File: config.mk
export PLATFORM = sky130hd
export DESIGN_NAME = pipeline_hazard_ctrl
export DESIGN_NICKNAME = d
export VERILOG_FILES = /design/src/rtl/pipeline_hazard_ctrl.sv
export SDC_FILE = /design/constraint.sdc
export NUM_CORES = 1
export LEC_CHECK = 0
export CORE_AREA = 2 2 88 90
export DETAILED_ROUTE_END_ITERATION = 7
export DIE_AREA = 0 0 90 92
export HOLD_SLACK_MARGIN = 0.08
export PLACE_DENSITY = 0.8
export SYNTH_ARGS = -nofsm -noshare
export SYNTH_HDL_FRONTEND = slang
export SYNTH_SLANG_ARGS = --single-unit
File: constraint.sdc
create_clock -name clk_i -period 3.24 [get_ports clk_i]
set_input_delay 0.486 -clock clk_i [delete_from_list [all_inputs] [get_ports clk_i]]
set_output_delay 0.486 -clock clk_i [all_outputs]
set_load 0.01 [all_outputs]
File: src/rtl/pipeline_hazard_ctrl.sv
// Hazard controller for the IF/ID boundary: load-use stall, branch/jump flush,
// multi-cycle data-memory freeze sequencing and saturating stall/flush counters.
module pipeline_hazard_ctrl #(
  parameter int MEM_LATENCY = 1,
  parameter int CNT_W       = 32
) (
  input  logic             clk_i,
  input  logic             rst_i,
  input  logic [4:0]       id_rs_i,
  input  logic [4:0]       id_rt_i,
  input  logic             id_uses_rt_i,
  input  logic             ex_memread_i,
  input  logic [4:0]       ex_rt_i,
  input  logic             branch_taken_i,
  input  logic             jump_i,
  input  logic             mem_access_i,
  output logic             pc_write_o,
  output logic             hazard_IF_ID_o,
  output logic             flush_IF_ID_o,
  output logic             bubble_ID_EX_o,
  output logic             freeze_o,
  output logic [CNT_W-1:0] stall_cnt_o,
  output logic [CNT_W-1:0] flush_cnt_o
);

  typedef enum logic [1:0] {
    RUN      = 2'd0,
    MEM_WAIT = 2'd1,
    MEM_DONE = 2'd2
  } state_t;

  localparam bit             MULTI_CYCLE = (MEM_LATENCY > 1);
  localparam bit             LONG_ACCESS = (MEM_LATENCY > 2);
  localparam logic [1:0]     WAIT_INIT   = (MEM_LATENCY > 3) ? 2'(MEM_LATENCY - 3) : 2'd0;
  localparam logic [CNT_W-1:0] CNT_MAX   = {CNT_W{1'b1}};
  localparam logic [CNT_W-1:0] CNT_ONE   = {{(CNT_W-1){1'b0}}, 1'b1};

  state_t           state_r;
  state_t           state_s;
  logic [1:0]       wait_r;
  logic [1:0]       wait_s;
  logic [CNT_W-1:0] stall_cnt_r;
  logic [CNT_W-1:0] flush_cnt_r;
  logic             load_use_s;
  logic             redirect_s;
  logic             mem_freeze_s;

  // Hazard classification from the current ID/EX contents
  always_comb begin
    load_use_s   = ex_memread_i & (ex_rt_i != 5'd0) &
                   ((ex_rt_i == id_rs_i) | (id_uses_rt_i & (ex_rt_i == id_rt_i)));
    redirect_s   = branch_taken_i | jump_i;
    mem_freeze_s = (state_r == MEM_WAIT) |
                   ((state_r == RUN) & mem_access_i & MULTI_CYCLE);
  end

  // Prioritised control outputs; a suppressed branch re-resolves once operands arrive
  always_comb begin
    pc_write_o     = 1'b1;
    hazard_IF_ID_o = 1'b0;
    flush_IF_ID_o  = 1'b0;
    bubble_ID_EX_o = 1'b0;
    freeze_o       = 1'b0;
    if (rst_i) begin
      pc_write_o = 1'b1;
    end else if (mem_freeze_s) begin
      freeze_o       = 1'b1;
      hazard_IF_ID_o = 1'b1;
      pc_write_o     = 1'b0;
    end else if (load_use_s) begin
      hazard_IF_ID_o = 1'b1;
      pc_write_o     = 1'b0;
      bubble_ID_EX_o = 1'b1;
    end else if (redirect_s) begin
      flush_IF_ID_o = 1'b1;
      pc_write_o    = 1'b1;
    end else begin
      pc_write_o = 1'b1;
    end
  end

  // Memory-freeze sequencer next state
  always_comb begin
    state_s = state_r;
    wait_s  = wait_r;
    case (state_r)
      RUN: begin
        if (mem_access_i && LONG_ACCESS) begin
          state_s = MEM_WAIT;
          wait_s  = WAIT_INIT;
        end else if (mem_access_i && MULTI_CYCLE) begin
          state_s = MEM_DONE;
        end else begin
          state_s = RUN;
        end
      end
      MEM_WAIT: begin
        if (wait_r == 2'd0) begin
          state_s = MEM_DONE;
        end else begin
          wait_s = wait_r - 2'd1;
        end
      end
      MEM_DONE: begin
        state_s = RUN;
      end
      default: begin
        state_s = RUN;
        wait_s  = 2'd0;
      end
    endcase
  end

  // Sequencer state register
  always_ff @(posedge clk_i) begin
    if (rst_i) begin
      state_r <= RUN;
      wait_r  <= 2'd0;
    end else begin
      state_r <= state_s;
      wait_r  <= wait_s;
    end
  end

  // Saturating performance counters
  always_ff @(posedge clk_i) begin
    if (rst_i) begin
      stall_cnt_r <= {CNT_W{1'b0}};
      flush_cnt_r <= {CNT_W{1'b0}};
    end else begin
      if (hazard_IF_ID_o && (stall_cnt_r != CNT_MAX)) begin
        stall_cnt_r <= stall_cnt_r + CNT_ONE;
      end
      if (flush_IF_ID_o && (flush_cnt_r != CNT_MAX)) begin
        flush_cnt_r <= flush_cnt_r + CNT_ONE;
      end
    end
  end

  assign stall_cnt_o = stall_cnt_r;
  assign flush_cnt_o = flush_cnt_r;

endmodule

==> metrics.yaml, run 1 <==
synthesis:
  syn_nets: 464
  synthFlopType: "dfxtp_1"
  synth_cells: 440
  yosys.area.top_type_share_pct: 35.6
  synthTopCellsByArea: "dfxtp_1 (36%), mux2_2 (4.7%), nor2_1 (4.4%), a21oi_1 (4.0%), nand4_1 (3.3%)"
  yosys.cell_types.count: 49
  synth-edff-count: 0
  synth_top_area_cell: "dfxtp_1"
  synthArstFlopShare_pct: 0
  yosysSeqAreaShare_pct: 35.6
  syn_area_per_cell_um2: 8.19
  yosysWarnings: 0
  synth_area_um2: 3600
  synth-seq-cells: 64
pwr:
  comb_power_share_pct: 7.8
  p_total_w: 0.00159
  peakVddDrop_v: 0.000190
  intPower_w: 0.00121
  p_leak_nw: 1.51
  clkPwrFrac_pct: 42.0
  swShare_pct: 24.3
  power.density_nw_per_um2: 332
  sequentialPowerShare_pct: 50.2
  p_sw_w: 0.000387
routing:
  drc: 0
  routed_via_density: 6.04
  dr.pass1.iters: 5
  avgRoutedWirePerCell_um: 15.5
  drt_iter0_drc: 248
  wl_um: 9790
  ant_nets: 0
  vias: 3813
cts:
  cts_max_path_buffers: 2
  cts_tree: "built"
  clkSinkCount: 64
  cts.clk_slew.worst_paths_ns: 0.07
  htreeDepth: 3
  insertion_delay_ns: 0.34
  root_buffer: "clkbuf_8"
  cts_setup_buffers: 0
  cts_inserted_buffers: 9
worst_setup_path:
  timing.critical_path.from: "ex_rt_i[3]"
  cp_max_fo: 4
  r2r_start: "stall_cnt_o[0]$_SDFFE_PP0P_"
  rrSetupSlack_ns: 0.73
  startpoint_type: "input port"
  required_ns: 2.75
  endpoint_kind: "output port"
  path_class: "in -> out"
  critPathArrivalTime_ns: 2.69
  r2r_end: "stall_cnt_o[16]$_SDFFE_PP0P_"
  rr_worst_depth: 7
  worstSetupEndpoint: "bubble_ID_EX_o"
flow_run:
  drv_cap: 0
placement:
  place.port_buffers: 88
  placed_cell_area_um2: 4580
  dpl.hpwl_um: 6880
  place_inst: 616
  place.gp.congestion: 0.855
grt:
  grt_first_pass_wirelength_um: 16300
  grt_usage_pct: 23.7
  grt_pass1_vias: 3524
  grt_max_degree: 57
  overflow: 0
  antenna_found_initial: 0
sta:
  setup_viol: 0
  slew_headroom_pct: 50.3
  final.setup_skew_ns: 0.00797
  hold_viol_final: 0
  min_period_ns: 3.17
  final_max_slew_viol_count: 0
  finalCritPeriodShare_pct: 97.9
  fmax_ghz: 0.315
  worst_slew_pin_slew_ns: 0.745
floorplanning:
  fp-row-count: 32
  initial_core_util_pct: 48.4
  die_y_um: 92
  die_w_um: 90
  core_area_um2: 7450
  die_area_um2: 8280
  ioPinCount: 91
final_layout:
  area_delta_synth_final_pct: 33.1
  fillCellCount: 646
  drive_gt1_share_pct: 11.5
  nets: 549
  post-route-util_pct: 64.4
  diodes: 0
  finalNonFillerCells: 631
  final_area_um2: 4790
outcome:
  status: "complete, no violations"
min_path:
  hp-class: "reg -> reg"
==> routing by layer <==
| metal | wire length, um | vias up | global-route usage (%) |
|---|---|---|---|
| li1 | - | 1835 | - |
| met1 | 3950 | 1806 | 29.1 |
| met2 | 4960 | 151 | 39.4 |
| met3 | 674 | 21 | 5.34 |
| met4 | 208 | 0 | 11.7 |
| met5 | 0 | - | 0 |
==> cells in the mapped netlist (9+ instances only) <==
cell / n
nor4_1: 18
nor2b_1: 13
or4_1: 15
nand2_1: 29
or3_1: 18
a21oi_1: 29
nor2_1: 42
nand4_1: 19
o311ai_0: 11
mux2_2: 15
o21ai_0: 16
nand3_1: 23
dfxtp_1: 64
o41ai_1: 9
xor2_1: 9
o31ai_1: 11
clkbuf_1: 14
==> flip-flops by register name (all words and copies together), names as in the netlist <==
signal and cells:
flush_cnt_o 32, stall_cnt_o 32
==> critical path, stage by stage <==
cell             delay (ns)
clkdlybuf4s50_1        0.48
xor2_1                 0.21
nor4_2                 0.33
a32oi_2                0.19
or2_4                  0.31
inv_1                  0.12
clkdlybuf4s50_1        0.56
==> power by group through the flow <==
stage	Combinational [W]	Sequential [W]	Clock (W)
global placement	0.000114	0.000818	0
detailed placement	0.000119	0.000819	0
finish	0.000124	0.000800	0.000670
floorplan	0.0000541	0.000819	0
global route	0.000134	0.000801	0.000719
CTS	0.000120	0.000800	0.000673
==> placed cells by master, fill, tap and decap left out, types with 12 or more instances in the layout <==
master	n
mux2_2	15
nor4_1	17
nand3_1	23
o21ai_0	16
or3_1	18
nand2_1	29
dfxtp_1	64
nor2b_1	13
a21oi_1	29
clkdlybuf4s50_1	86
nand4_1	19
nor2_1	41
buf_4	12
or4_1	15
clkbuf_8	13
==> logic make-up after synthesis <==
group / synth area share [%]
AND/OR/NAND/NOR: 35.0
AO/OA/AOI/OAI: 14.8
flip-flops: 35.6
buffers and inverters: 4.55
XOR/XNOR: 4.13
multiplexers: 5.11
adder cells (fa/ha/maj): 0.695
other: 0.104
==> final cells by class <==
type | instances | area (um2) | share of cell area [%]
multi-input combinational | 341 | 2180 | 45.4
clock buffer | 13 | 179 | 3.73
timing repair buffer | 101 | 988 | 20.6
clock inverter | 2 | 12.5 | 0.261
inverter | 8 | 30.0 | 0.626
tap | 102 | 128 | 2.66
sequential | 64 | 1280 | 26.7
==> stage by stage <==
stage / setup slack (ns) / TNS, ns / hold slack [ns]
finish: 0.0683 / 0 / 0.512
global placement: 0.126 / 0 / 0.479
global route: -0.0289 / -0.0549 / 0.542
CTS: 0.0309 / 0 / 0.501
detailed placement: 0.0312 / 0 / 0.492
floorplan: 0.643 / 0 / 0.502
==> worst min-delay path by stage <==
stage                            startpoint                      endpoint  slack, ns  depth (start not counted)
2_1_floorplan  stall_cnt_o[23]$_SDFFE_PP0P_  stall_cnt_o[23]$_SDFFE_PP0P_       0.50                          2
3_3_place_gp   stall_cnt_o[23]$_SDFFE_PP0P_  stall_cnt_o[23]$_SDFFE_PP0P_       0.48                          2
3_5_place_dp   stall_cnt_o[23]$_SDFFE_PP0P_  stall_cnt_o[23]$_SDFFE_PP0P_       0.49                          2
4_1_cts        stall_cnt_o[23]$_SDFFE_PP0P_  stall_cnt_o[23]$_SDFFE_PP0P_       0.50                          2
5_1_grt         flush_cnt_o[7]$_SDFFE_PP0P_   flush_cnt_o[7]$_SDFFE_PP0P_       0.54                          2
6_report        flush_cnt_o[6]$_SDFFE_PP0P_   flush_cnt_o[6]$_SDFFE_PP0P_       0.51                          2
==> what timing repair did <==
item                                    CTS  global route
endpoints found under the setup margin    0             3
resized for setup                         0             4
hold buffers                              0             0
Power figures use the tool's default switching activity.
==> run 2, diff against run 1 <==
--- a/config.mk
+++ b/config.mk
@@ -6,6 +6,7 @@
 export NUM_CORES = 1
 export LEC_CHECK = 0
 export CORE_AREA = 2 2 88 90
+export CTS_BUF_LIST = sky130_fd_sc_hd__clkbuf_4 sky130_fd_sc_hd__clkbuf_8
 export DETAILED_ROUTE_END_ITERATION = 7
 export DIE_AREA = 0 0 90 92
 export HOLD_SLACK_MARGIN = 0.08
==> results of run 2 <==
Same layout as run 1: the final DEF is identical, and so are final timing and power.
==> run 3, diff against run 2 <==
--- a/config.mk
+++ b/config.mk
@@ -11,6 +11,7 @@
 export DIE_AREA = 0 0 90 92
 export HOLD_SLACK_MARGIN = 0.08
 export PLACE_DENSITY = 0.8
+export SKIP_LAST_GASP = 1
 export SYNTH_ARGS = -nofsm -noshare
 export SYNTH_HDL_FRONTEND = slang
 export SYNTH_SLANG_ARGS = --single-unit
==> run 3 against run 2 <==
Sequential share of layout area about the same. Sequential power about the same. Maximum frequency decreased by 1.2%. Critical path type unchanged.
==> metrics.yaml, run 3 (synthesized netlist as in run 1, its figures left out) <==
sta:
  hold_viol_final: 0
  fmax_ghz: 0.312
  final_max_slew_viol_count: 0
  finalCritPeriodShare_pct: 99.1
  whs_ns: 0.506
  setup_viol: 0
  final.setup_skew_ns: 0.00865
  worst_slew_pin_slew_ns: 0.748
  rsz0062_at_grt: "yes"
  min_period_ns: 3.21
  tns_ns: 0
  slew_headroom_pct: 50.1
floorplanning:
  fp-row-count: 32
  ioPinCount: 91
  die_w_um: 90
  core_area_um2: 7450
  die_y_um: 92
  die_area_um2: 8280
  initial_core_util_pct: 48.4
pwr:
  swShare_pct: 24.3
  p_leak_nw: 1.49
  power.density_nw_per_um2: 333
  sequentialPowerShare_pct: 50.2
  clkPwrFrac_pct: 42.1
  comb_power_share_pct: 7.8
  p_sw_w: 0.000388
  peakVddDrop_v: 0.000190
  intPower_w: 0.00121
worst_setup_path:
  rr_worst_depth: 7
  r2r_start: "stall_cnt_o[0]$_SDFFE_PP0P_"
  required_ns: 2.75
  timing.critical_path.from: "ex_rt_i[3]"
  r2r_end: "stall_cnt_o[16]$_SDFFE_PP0P_"
  startpoint_type: "input port"
  cp_max_fo: 11
  rrSetupSlack_ns: 0.72
  worstSetupEndpoint: "flush_IF_ID_o"
  path_class: "in -> out"
  critPathArrivalTime_ns: 2.72
  slowest_delay_ns: 0.53
  cp_cell_sequence: "clkdlybuf4s50_1 -> xor2_1 -> nor4_2 -> a32oi_2 -> buf_4 -> nor2_2 -> nor2_1 -> clkdlybuf4s50_1"
  worst_path_most_repeated_cell: "clkdlybuf4s50_1"
  cpMaxStageDelayCell: "clkdlybuf4s50_1"
  endpoint_kind: "output port"
routing:
  dr.pass1.iters: 5
  met3_length_um: 651
  avgRoutedWirePerCell_um: 15.5
  ant_nets: 0
  routed_via_density: 6.01
  wl_met2_um: 4930
  drc: 0
  drt_iter0_drc: 259
  wl_um: 9800
  top_layer_used: "met4"
  vias: 3792
  drt-met1-wl_um: 4000
cts:
  cts_tree: "built"
  htreeDepth: 3
  cts_setup_buffers: 0
  root_buffer: "clkbuf_8"
  clkSinkCount: 64
  cts_inserted_buffers: 9
  insertion_delay_ns: 0.35
  cts_max_path_buffers: 2
  cts.clk_slew.worst_paths_ns: 0.07
flow_run:
  drv_cap: 0
placement:
  place.port_buffers: 88
  place.gp.congestion: 0.855
  dpl.hpwl_um: 6880
min_path:
  hp-class: "reg -> reg"
grt:
  grt_usage_pct: 23.7
  overflow: 0
  grt_pass1_vias: 3524
  antenna_found_initial: 0
  grt_first_pass_wirelength_um: 16300
  grt_max_degree: 57
outcome:
  status: "complete, no violations"
final_layout:
  drive_gt1_share_pct: 11.5
  area_delta_synth_final_pct: 33.0
  mostFrequentLayoutCells: "clkdlybuf4s50_1 (87), dfxtp_1 (64), nor2_1 (41)"
  fillCellCount: 647
  diodes: 0
  layout_commonest_cell: "clkdlybuf4s50_1"
  nets: 549
run 3: stage by stage:
step                      instance area (um2)  worst slack, ns  util (%)  instances  total power (W)
after floorplan                          3600            0.643         -        440         0.000873
final                                    4790           0.0298      64.3        631          0.00159
after detailed placement                 4580           0.0312      61.6        616         0.000937
after global placement                   4580            0.126      61.6        616         0.000932
after global routing                     4790           -0.102      64.3        631          0.00165
after CTS                                4780           0.0309      64.1        631          0.00159
run 3: worst min-delay path by stage:
| stage | from | end | slack (ns) | depth (start not counted) |
|---|---|---|---|---|
| after global placement | stall_cnt_o[23]$_SDFFE_PP0P_ | stall_cnt_o[23]$_SDFFE_PP0P_ | 0.48 | 2 |
| after detailed placement | stall_cnt_o[23]$_SDFFE_PP0P_ | stall_cnt_o[23]$_SDFFE_PP0P_ | 0.49 | 2 |
| after CTS | stall_cnt_o[23]$_SDFFE_PP0P_ | stall_cnt_o[23]$_SDFFE_PP0P_ | 0.50 | 2 |
| final | stall_cnt_o[23]$_SDFFE_PP0P_ | stall_cnt_o[23]$_SDFFE_PP0P_ | 0.51 | 2 |
| after global routing | flush_cnt_o[7]$_SDFFE_PP0P_ | flush_cnt_o[7]$_SDFFE_PP0P_ | 0.54 | 2 |
| after floorplan | stall_cnt_o[23]$_SDFFE_PP0P_ | stall_cnt_o[23]$_SDFFE_PP0P_ | 0.50 | 2 |
run 3: final cells by class:
| type | instances | area [um2] | area share (%) |
|---|---|---|---|
| well taps | 102 | 128 | 2.66 |
| clock buffers | 13 | 179 | 3.73 |
| repair buffers | 101 | 986 | 20.6 |
| multi-input cells | 341 | 2180 | 45.4 |
| clock inverters | 2 | 12.5 | 0.261 |
| inverters | 8 | 30.0 | 0.627 |
| flip-flops and latches | 64 | 1280 | 26.7 |
run 3: power by group through the flow:
stage / logic, W / registers [W] / clock network [W]
3_5_place_dp: 0.000119 / 0.000819 / 0
5_1_grt: 0.000134 / 0.000801 / 0.000719
3_3_place_gp: 0.000114 / 0.000818 / 0
4_1_cts: 0.000120 / 0.000800 / 0.000673
6_report: 0.000124 / 0.000800 / 0.000671
2_1_floorplan: 0.0000541 / 0.000819 / 0
run 3: what timing repair did:
| item | in CTS | in global routing |
|---|---|---|
| gates resized for setup | 0 | 3 |
| endpoints found under the setup margin | 0 | 3 |
| hold buffers | 0 | 0 |
run 3: metal layers:
layer / vias up / global-route usage, %
li1: 1837 / -
met3: 22 / 5.34
met4: 0 / 11.7
met2: 148 / 39.4
met5: - / 0
met1: 1785 / 29.1
run 3: critical path: cells and delay by family:
kind / cells / cell delay (ns)
compound gates: 1 / 0.19
xor+xnor: 1 / 0.21
buf+inv: 3 / 1.22
simple gates: 3 / 0.62
